`src/rtl/fetch_unit_if.sv`:
```
// Fetch-unit bus bundle: instruction-memory request/response, redirect/stall inputs, IF/ID outputs.
// master = fetch unit side, slave = memory/pipeline side.
interface fetch_unit_if;
   logic        im_req;
   logic [31:0] im_addr;
   logic        im_ready;
   logic [31:0] im_rdata;
   logic        branch_taken;
   logic [31:0] branch_target;
   logic        do_hazard;
   logic [31:0] oIF_instruction;
   logic [31:0] oIF_pc;
   logic        oIF_valid;
   logic        do_flush_REG1;

   modport master (
      output im_req, im_addr, oIF_instruction, oIF_pc, oIF_valid, do_flush_REG1,
      input  im_ready, im_rdata, branch_taken, branch_target, do_hazard
   );

   modport slave (
      input  im_req, im_addr, oIF_instruction, oIF_pc, oIF_valid, do_flush_REG1,
      output im_ready, im_rdata, branch_taken, branch_target, do_hazard
   );
endinterface

```
`src/rtl/fetch_unit.sv`:
```
// Instruction fetch: PC, 2-entry {instr,pc} FIFO and IDLE/REQ/DROP request FSM; im_ready -> oIF_valid next cycle.
// Backpressure: do_hazard holds the FIFO head; fetching pauses only when both entries are occupied.
module fetch_unit (
   input  logic         clock,
   input  logic         reset_n,
   fetch_unit_if.master bus
);

   typedef enum logic [1:0] {
      ST_IDLE = 2'd0,
      ST_REQ  = 2'd1,
      ST_DROP = 2'd2
   } state_e;

   typedef struct packed {
      logic        vld;
      logic [31:0] instr;
      logic [31:0] pc;
   } entry_t;

   state_e      state_q, state_d;
   logic [31:0] pc_q, pc_d;
   logic [31:0] im_addr_q, im_addr_d;
   logic        im_req_q, im_req_d;
   logic        flush_q, flush_d;
   entry_t      e0_q, e0_d;
   entry_t      e1_q, e1_d;

   logic        push;
   logic        pop;
   logic [1:0]  cnt;
   logic [1:0]  cnt_nx;
   entry_t      new_e;

   always_comb begin
      state_d   = state_q;
      pc_d      = pc_q;
      im_addr_d = im_addr_q;
      im_req_d  = im_req_q;
      flush_d   = bus.branch_taken;
      e0_d      = e0_q;
      e1_d      = e1_q;

      cnt       = {1'b0, e0_q.vld} + {1'b0, e1_q.vld};
      pop       = e0_q.vld && !bus.do_hazard;
      push      = (state_q == ST_REQ) && bus.im_ready;
      cnt_nx    = cnt + {1'b0, push} - {1'b0, pop};
      new_e     = '{vld: 1'b1, instr: bus.im_rdata, pc: pc_q};

      if (bus.branch_taken) begin
         // Redirect wins over everything: any arriving word belongs to the old path.
         e0_d = '0;
         e1_d = '0;
         pc_d = {bus.branch_target[31:2], 2'b00};
         case (state_q)
            ST_REQ: begin
               im_req_d = 1'b1;
               if (bus.im_ready) begin
                  im_addr_d = pc_d;
               end else begin
                  state_d = ST_DROP;
               end
            end
            ST_DROP: begin
               state_d = ST_DROP;
            end
            default: begin
               state_d   = ST_REQ;
               im_req_d  = 1'b1;
               im_addr_d = pc_d;
            end
         endcase
      end else begin
         if (push && pop) begin
            if (e1_q.vld) begin
               e0_d = e1_q;
               e1_d = new_e;
            end else begin
               e0_d = new_e;
            end
         end else if (pop) begin
            e0_d = e1_q;
            e1_d = '0;
         end else if (push) begin
            if (e0_q.vld) begin
               e1_d = new_e;
            end else begin
               e0_d = new_e;
            end
         end

         if (push) begin
            pc_d = pc_q + 32'd4;
         end

         case (state_q)
            ST_IDLE: begin
               if (cnt_nx < 2'd2) begin
                  state_d   = ST_REQ;
                  im_req_d  = 1'b1;
                  im_addr_d = pc_q;
               end
            end
            ST_REQ: begin
               if (push) begin
                  if (cnt_nx < 2'd2) begin
                     im_addr_d = pc_d;
                  end else begin
                     state_d  = ST_IDLE;
                     im_req_d = 1'b0;
                  end
               end
            end
            ST_DROP: begin
               // Stale response consumed; restart at the redirected PC.
               if (bus.im_ready) begin
                  state_d   = ST_REQ;
                  im_req_d  = 1'b1;
                  im_addr_d = pc_q;
               end
            end
            default: begin
               state_d  = ST_IDLE;
               im_req_d = 1'b0;
            end
         endcase
      end
   end

   always_ff @(posedge clock or negedge reset_n) begin
      if (!reset_n) begin
         state_q   <= ST_IDLE;
         pc_q      <= '0;
         im_addr_q <= '0;
         im_req_q  <= 1'b0;
         flush_q   <= 1'b0;
         e0_q      <= '0;
         e1_q      <= '0;
      end else begin
         state_q   <= state_d;
         pc_q      <= pc_d;
         im_addr_q <= im_addr_d;
         im_req_q  <= im_req_d;
         flush_q   <= flush_d;
         e0_q      <= e0_d;
         e1_q      <= e1_d;
      end
   end

   // Unoccupied entries are kept all-zero, so the head drives the outputs as-is.
   assign bus.im_req          = im_req_q;
   assign bus.im_addr         = im_addr_q;
   assign bus.oIF_valid       = e0_q.vld;
   assign bus.oIF_instruction = e0_q.instr;
   assign bus.oIF_pc          = e0_q.pc;
   assign bus.do_flush_REG1   = flush_q;

endmodule

```
`src/flat_wrapper.sv`:
```
// flat-port wrapper written by rule: the top's interface ports become plain ports
module fetch_unit_flat 
  (clock, reset_n, bus_im_req, bus_im_addr, bus_oIF_instruction, bus_oIF_pc, bus_oIF_valid, bus_do_flush_REG1, bus_im_ready, bus_im_rdata, bus_branch_taken, bus_branch_target, bus_do_hazard);
  fetch_unit_if bus_i ();
  input  logic clock;
  input  logic reset_n;
  output wire logic [$bits(bus_i.im_req)-1:0] bus_im_req;
  output wire logic [$bits(bus_i.im_addr)-1:0] bus_im_addr;
  output wire logic [$bits(bus_i.oIF_instruction)-1:0] bus_oIF_instruction;
  output wire logic [$bits(bus_i.oIF_pc)-1:0] bus_oIF_pc;
  output wire logic [$bits(bus_i.oIF_valid)-1:0] bus_oIF_valid;
  output wire logic [$bits(bus_i.do_flush_REG1)-1:0] bus_do_flush_REG1;
  input wire logic [$bits(bus_i.im_ready)-1:0] bus_im_ready;
  input wire logic [$bits(bus_i.im_rdata)-1:0] bus_im_rdata;
  input wire logic [$bits(bus_i.branch_taken)-1:0] bus_branch_taken;
  input wire logic [$bits(bus_i.branch_target)-1:0] bus_branch_target;
  input wire logic [$bits(bus_i.do_hazard)-1:0] bus_do_hazard;
  assign bus_im_req = bus_i.im_req;
  assign bus_im_addr = bus_i.im_addr;
  assign bus_oIF_instruction = bus_i.oIF_instruction;
  assign bus_oIF_pc = bus_i.oIF_pc;
  assign bus_oIF_valid = bus_i.oIF_valid;
  assign bus_do_flush_REG1 = bus_i.do_flush_REG1;
  assign bus_i.im_ready = bus_im_ready;
  assign bus_i.im_rdata = bus_im_rdata;
  assign bus_i.branch_taken = bus_branch_taken;
  assign bus_i.branch_target = bus_branch_target;
  assign bus_i.do_hazard = bus_do_hazard;
  fetch_unit u_core (.clock(clock), .reset_n(reset_n), .bus(bus_i));
endmodule
```
`config.mk`:
```
export PLATFORM = sky130hd
export DESIGN_NAME = fetch_unit_flat
export DESIGN_NICKNAME = d
export VERILOG_FILES = /design/src/rtl/fetch_unit_if.sv /design/src/rtl/fetch_unit.sv /design/src/flat_wrapper.sv
export SDC_FILE = /design/constraint.sdc
export NUM_CORES = 1
export LEC_CHECK = 0
export BUFFER_PORTS_ARGS = -buffer_cell sky130_fd_sc_hd__buf_2
export CAP_MARGIN = 20
export CELL_PAD_IN_SITES_DETAIL_PLACEMENT = 0
export CELL_PAD_IN_SITES_GLOBAL_PLACEMENT = 2
export CORE_ASPECT_RATIO = 1.2
export CORE_UTILIZATION = 35
export CTS_CLUSTER_DIAMETER = 40
export CTS_CLUSTER_SIZE = 25
export DETAILED_ROUTE_END_ITERATION = 10
export GPL_TIMING_DRIVEN = 0
export PLACE_DENSITY = 0.87
export SLEW_MARGIN = 0
export SYNTH_ARGS = -nofsm -noshare
export SYNTH_HDL_FRONTEND = slang
export SYNTH_SLANG_ARGS = --single-unit
```
`constraint.sdc`:
```
create_clock -name clock -period 3.7 [get_ports clock]
set_input_delay 0.74 -clock clock [delete_from_list [all_inputs] [get_ports clock]]
set_output_delay 0.74 -clock clock [all_outputs]
set_load 0.02 [all_outputs]
```
==> run_results.csv, run 1 <==
group,metric,value,unit
final_layout,drive_above_1_share,24.1,%
global_routing,grt_pass1_vias,6964,
global_routing,antenna_found_initial,1,
pwr,intPower,4.38,mW
clock_network,htree_levels,4,
final_layout,area_delta_synth_final,20.7,%
pwr,p_clk_share,26.0,%
yosys,ys_ff_latch,193,
yosys,async_reset_ff_share,100,%
global_routing,grt_pass1_wl,39.3,mm
clock_network,clock-root-buffer,"clkbuf_16",
yosys,avgSynthCellArea,9.76,sq um
clock_network,cts.sinks,193,
final_layout,utilization,42.9,%
pwr,p_switching,2.62,mW
yosys,synth_mux_area_share,9.82,%
pwr,cellPowerDensity,643,mW/mm^2
clock_network,postCtsSetupBuffers,0,
sta,period_needed,3140,ps
yosys,synthSimpleGateAreaFrac,18.2,%
place,port_buffers,165,
yosys,synth_cells,924,
clock_network,cts.path.max_buffers,2,
pwr,combPwrFrac,33.2,%
critical_path,cp_top_family,"buffers and inverters",
critical_path,reg2reg_from,"u_core.bus.oIF_valid",
pwr,sequentialPowerShare,40.8,%
final_layout,final_cells,1454,
critical_path,timing.rr.end,"u_core.bus.im_addr[22]",
yosys,synth_edf_count,0,
critical_path,crit_path_start_kind,"flop",
route,ant_nets,0,
min_path,holdCritPathClass,"in -> async",
critical_path,crit_type,"reg -> reg",
yosys,seq_area_frac_synth,53.5,%
critical_path,crit_buf_inv,4,
yosys,syn-num-nets,999,
route,viasPerCell,4.94,
floorplanning,fp-row-count,64,
critical_path,crit_path_end,"u_core.bus.im_addr[22]",
place,gp_congestion,0.789,
yosys,synthAdderAreaFrac,0.832,%
clock_network,insertion_delay,440,ps
route,wl_per_cell,16.9,um
place,dpl.cell_count,1421,
yosys,synthFlopType,"dfrtp_1",
critical_path,ff2ff_path_depth,11,
critical_path,cp_slowest_cell,"dfrtp_1",
pwr,max-vdd-ir-drop,0.343,mV
yosys,yosysWarningCount,0,
clock_network,ctsHoldBuffers,0,
sta,maxSlewHeadroom,31.1,%
route,route.detailed.drc,0,
place,place_area,0.0103,sq mm
pwr,totalPowerFinal,7.00,mW
sta,final_hold_viol_count,0,
critical_path,critical_path_arrival,3460,ps
pwr,leakage,5.48,nW
place,dp_hpwl,18.1,mm
floorplanning,die_w,149,um
run_status,status,"completed",
floorplanning,ios,168,
yosys,synth_top_family_by_area,"simple AND/OR/NAND/NOR gates",
sta,rsz0062_at_grt,"no",
floorplanning,fp.coreArea,0.0254,sq mm
route,drt_iter0_drc,331,
sta,worst_pin_slew,1030,ps
sta,final-setup-viol-count,0,
critical_path,cp-startpoint,"u_core.bus.oIF_valid",
final_layout,postLayoutCellArea,0.0109,sq mm
route,routed_wl,24.6,mm
final_layout,nNetsFinal,1185,
route,firstDrtPassIters,4,
run,maxCapViolations,0,
route,vias,7188,
floorplanning,die_h,178,um
critical_path,endpoint_kind,"flop",
yosys,synth-xor-area-share,1.84,%
yosys,netlist_area,0.00902,sq mm
critical_path,worst_ep_required_time,4020,ps
critical_path,path_cells,"nand2b_1 -> inv_1 -> ha_1 -> inv_1 -> ha_1 -> a31oi_1 -> xor2_1 -> o31a_1 -> buf_2 -> buf_2 -> mux2_2",
global_routing,track_usage,19.6,%
critical_path,cp.depth,11,
pwr,switching_share,37.5,%
sta,skew,15.5,ps
critical_path,slowest_delay,470,ps
critical_path,critPathMaxFanout,10,
sta,period_share,84.9,%
clock_network,cts.repair.resized,0,
global_routing,gr-total-overflow,0,
global_routing,grt_max_degree,116,
sta,drv_slew,0,
clock_network,cts_tree,"built",
sta,max_freq,0.318,GHz
yosys,synth-compound-area-share,11.5,%
floorplanning,die-area,0.0264,sq mm
critical_path,r2r_setup_slack,560,ps
clock_network,cts_inserted_buffers,17,
yosys,synth_cell_types,62,
clock_network,clkSlewWorstSetupHoldPaths,70,ps
floorplanning,start_util,35.5,%
cells by family (layout without fill, tap and decap cells):
logic type | Yosys count | in the layout
AND/OR/NAND/NOR | 359 | 359
buffers and inverters | 75 | 274
multiplexers | 86 | 86
adder cells (fa/ha/maj) | 6 | 6
other | 0 | 1
XOR/XNOR | 19 | 19
flip-flops | 193 | 193
AO/OA/AOI/OAI | 186 | 186
stage by stage:
stage          hold WS (ps)  TNS (ps)  setup slack [ps]
2_1_floorplan           444         0               772
3_3_place_gp            456   -279170             -1470
3_5_place_dp            459         0               197
4_1_cts                 397         0               568
5_1_grt                 394         0               381
6_report                385         0               558
layout make-up:
type | count | area (sq um)
repair buffers | 167 | 875
plain buffers | 68 | 353
inverters | 7 | 26.3
multi-input cells | 656 | 3820
fillers | 2577 | 14500
well taps | 330 | 413
clock inverters | 13 | 128
flip-flops and latches | 193 | 4830
diodes | 1 | 2.50
clock buffers | 19 | 443
Yosys cell counts, types with 3 or more instances:
cell type | n | share of area, %
or4_1 | 3 | 0.25
o21ai_0 | 143 | 7.9
buf_6 | 3 | 0.37
nor4_4 | 3 | 0.71
clkbuf_2 | 5 | 0.28
or3_1 | 4 | 0.28
xor2_1 | 12 | 1.2
nor2_1 | 32 | 1.3
and2_1 | 7 | 0.49
buf_2 | 22 | 1.2
xnor2_1 | 7 | 0.68
clkbuf_8 | 3 | 0.46
nand4_1 | 10 | 0.69
mux2_2 | 20 | 2.5
nand3_1 | 14 | 0.78
mux2i_1 | 66 | 7.3
clkbuf_1 | 31 | 1.3
o31a_1 | 4 | 0.39
o31ai_1 | 5 | 0.42
nor4_1 | 6 | 0.42
dfrtp_1 | 193 | 54
nand2_1 | 238 | 9.9
and3_1 | 9 | 0.62
ha_1 | 6 | 0.83
nor3_1 | 10 | 0.55
inv_1 | 7 | 0.29
buf_4 | 3 | 0.25
a31oi_1 | 4 | 0.28
a21oi_1 | 10 | 0.55
nor2b_1 | 3 | 0.21
power by group through the flow:
stage	logic (mW)	registers (mW)	clock network [mW]
after floorplan	1.14	3.24	0
after global placement	2.32	2.90	0
after detailed placement	2.36	2.91	0
after CTS	2.37	2.87	1.87
after global routing	2.56	2.93	1.95
final	2.32	2.86	1.82
metal layers:
metal	up-vias	GRT usage [%]	routed length, um	part of all wire (%)
met5	-	0	0	0
met4	0	6.96	477	1.9
met3	24	3.55	1000	4.1
met2	152	32.1	11800	48
met1	3466	25.9	11300	46
li1	3546	-	-	-
placed cells by master (no fill, tap or decap), types with 4 or more instances in the layout:
cell type	netlist	routed
o21ai_0	143	143
nand2_1	238	238
nor2_1	32	32
and3_1	9	9
mux2_2	20	20
nand4_1	10	10
a31oi_1	4	4
or3_1	4	4
clkbuf_16	0	17
and2_1	7	7
o31ai_1	5	5
inv_1	7	7
buf_2	22	186
dfrtp_1	193	193
a21oi_1	10	10
buf_6	3	4
clkbuf_8	3	4
clkbuf_2	5	5
xnor2_1	7	7
nor4_1	6	6
nand3_1	14	14
ha_1	6	6
inv_6	0	4
clkbuf_1	31	32
o31a_1	4	4
nor3_1	10	9
mux2i_1	66	66
xor2_1	12	12
sequential cells by signal, indices dropped and copies added, names as in the netlist:
register and cells:
u_core.e1_q 64, u_core.state_q 2, u_core.bus.do_flush_REG1 1, u_core.bus.im_addr 31, u_core.pc_q 30, u_core.bus.oIF_valid 1
u_core.bus.oIF_pc 31, u_core.bus.im_req 1, u_core.bus.oIF_instruction 32
how the worst min path moves through the flow:
stage / start / endpoint / slack (ps)
2_1_floorplan: reset_n / u_core.bus.do_flush_REG1 / 440
3_3_place_gp: u_core.bus.oIF_pc[30] / u_core.bus.oIF_pc[30] / 460
3_5_place_dp: u_core.bus.im_addr[2] / u_core.bus.im_addr[2] / 460
4_1_cts: bus_branch_taken / u_core.bus.do_flush_REG1 / 400
5_1_grt: bus_branch_taken / u_core.bus.do_flush_REG1 / 390
6_report: reset_n / u_core.bus.im_addr[6] / 380
Power figures use the tool's default switching activity.
==> run 2, diff against run 1 <==
- ABC_AREA: not set -> 1
- CORE_UTILIZATION: 35 -> 33
- clock period: 3.7 -> 2.9 ns (I/O delays scaled with it)
==> run_results.csv, run 2 <==
group,metric,value,unit
route,vias,9264,
global_routing,gr-total-overflow,0,
final_layout,final_common_cell,"nand2_1",
yosys,seq_area_frac_synth,48.5,%
yosys,synth_top_area_share,48.5,%
yosys,synthFlopType,"dfrtp_1",
global_routing,grt_max_degree,106,
min_path,holdCritPathClass,"in -> async",
route,drt_iter0_drc,648,
final_layout,top_register,"u_core.e1_q",
yosys,yosysMostFrequentCell,"nand2_1",
place,port_buffers,165,
global_routing,track_usage,21.8,%
sta,drv_slew,0,
critical_path,ff2ff_path_depth,15,
critical_path,reg2reg_from,"u_core.bus.oIF_valid",
pwr,max-vdd-ir-drop,0.553,mV
clock_network,htree_levels,4,
route,route.detailed.drc,0,
route,ant_nets,0,
yosys,async_reset_ff_share,100,%
yosys,yosys-top-cells-count,"nand2_1 (382), dfrtp_1 (193), inv_1 (123), nor2_1 (101), a21oi_1 (78)",
sta,period_share,91.7,%
final_layout,largest_reg_flops,64,
run,maxCapViolations,0,
critical_path,r2r_setup_slack,240,ps
clock_network,cts_inserted_buffers,17,
place,dp_hpwl,23.7,mm
place,place_area,0.0113,sq mm
critical_path,crit_path_start_kind,"flop",
yosys,synthTopCellsByArea,"dfrtp_1 (49%), nand2_1 (14%), inv_1 (4.6%)",
sta,max_freq,0.376,GHz
floorplanning,fp.coreArea,0.0296,sq mm
sta,final_hold_viol_count,0,
final_layout,nNetsFinal,1536,
critical_path,worst_ep_required_time,3240,ps
clock_network,clock-root-buffer,"clkbuf_16",
route,routed_wl,32.5,mm
clock_network,cts_tree,"built",
sta,maxSlewHeadroom,47.7,%
critical_path,timing.rr.end,"u_core.bus.im_addr[27]",
sta,skew,12.7,ps
clock_network,clkSlewWorstSetupHoldPaths,80,ps
sta,period_needed,2660,ps
route,viasPerCell,4.97,
yosys,avgSynthCellArea,7.79,sq um
final_layout,final_cell_mix,"nand2_1 (382), dfrtp_1 (193), buf_2 (190)",
place,gp_congestion,0.837,
final_layout,area_delta_synth_final,19.6,%
floorplanning,die_w,161,um
pwr,leakage,6.02,nW
global_routing,grt_pass1_vias,9168,
floorplanning,ios,168,
floorplanning,die-area,0.0308,sq mm
critical_path,critical_path_arrival,3000,ps
yosys,synth_edf_count,0,
yosys,yosysWarningCount,0,
final_layout,postLayoutCellArea,0.0119,sq mm
global_routing,grt_pass1_wl,51.8,mm
yosys,syn-num-nets,1352,
clock_network,insertion_delay,450,ps
sta,finalSetupTns,0,ps
yosys,ys_ff_latch,193,
critical_path,critPathMaxFanout,18,
critical_path,endpoint_kind,"flop",
floorplanning,fp-row-count,69,
sta,worst_pin_slew,785,ps
pwr,cellPowerDensity,880,mW/mm^2
critical_path,crit_type,"reg -> reg",
sta,final-setup-viol-count,0,
global_routing,antenna_found_initial,1,
run_status,status,"completed",
route,firstDrtPassIters,5,
yosys,netlist_area,0.00995,sq mm
clock_network,cts.path.max_buffers,2,
final_layout,n_fill_cell,3111,
sta,hold_ws,142,ps
yosys,synth_largest_area_cell,"dfrtp_1",
clock_network,ctsHoldBuffers,0,
clock_network,postCtsSetupBuffers,0,
route,wl_per_cell,17.4,um
yosys,synth_cell_types,37,
clock_network,cts.sinks,193,
floorplanning,start_util,33.6,%
floorplanning,die_h,192,um
final_layout,drive_above_1_share,17.3,%
yosys,synth_cells,1277,
==> run 2: cell families after synthesis <==
family / Yosys count / share of synthesized area, %
compound gates: 254 / 16.3
xor+xnor: 9 / 0.792
buf+inv: 212 / 8.64
simple gates: 603 / 25.0
fa+ha+maj: 6 / 0.755
flops: 193 / 48.5
==> run 2: report_power, final <==
group	internal, mW	leakage [nW]	switching (mW)
Combinational	1.29	3.29	2.76
Clock	1.17	0.284	1.23
Sequential	3.53	2.44	0.482
==> run 2: through the flow <==
stage	setup WS, ps	total power, mW	instances	util (%)
detailed placement	-737	8.10	1833	38.2
CTS	27.3	10.5	1864	40.1
floorplan	211	6.62	1277	-
finish	241	10.5	1865	40.2
global route	-12.3	11.2	1865	40.2
global placement	-2230	8.06	1832	38.0
==> run 2: area by class of cell <==
class	count	area [sq um]	share of cell area, %
Antenna cell	1	2.50	0.0210
Inverter	129	487	4.09
Timing Repair Buffer	166	863	7.26
Multi-Input combinational cell	872	4270	35.9
Buffer	82	383	3.22
Clock inverter	14	138	1.16
Clock buffer	18	439	3.69
Sequential cell	193	4830	40.6
Tap cell	390	488	4.10
==> run 2: timing repair <==
| action | CTS | global route |
|---|---|---|
| pin swaps | 0 | 0 |
| setup endpoints to repair | 31 | 31 |
| resized for setup | 4 | 9 |
==> run 2: worst max-delay path by stage <==
stage                         start  depth (start not counted)                      to  slack, ps
2_1_floorplan         bus_do_hazard                         17  u_core.bus.im_addr[26]        210
3_3_place_gp                reset_n                          1   u_core.bus.im_addr[1]      -2230
3_5_place_dp          bus_do_hazard                         18  u_core.bus.im_addr[30]       -740
4_1_cts        u_core.bus.oIF_valid                         15  u_core.bus.im_addr[30]         30
5_1_grt        u_core.bus.oIF_valid                         15  u_core.bus.im_addr[31]        -10
6_report       u_core.bus.oIF_valid                         15  u_core.bus.im_addr[27]        240
==> run 2: routing by layer <==
metal	vias to the layer above	share of wire [%]	routed length [um]	track usage [%]
met5	-	0	0	0
met4	0	2.0	656	6.70
met3	24	3.8	1230	3.00
met2	233	48	15600	36.4
met1	4387	46	15000	29.2
li1	4620	-	-	-
==> run 2: critical path, cell delays in order, from the launching register on <==
cell and delay (ps):
dfrtp_1 460, nand2_2 200, inv_4 130, ha_1 290, inv_1 40, ha_1 270, nand3_1 100, nand2_1 100
nand2_1 50, nand3_1 100, nand2_1 70, inv_2 60, nand3b_1 240, buf_4 280, nor2_1 90, a21oi_1 60
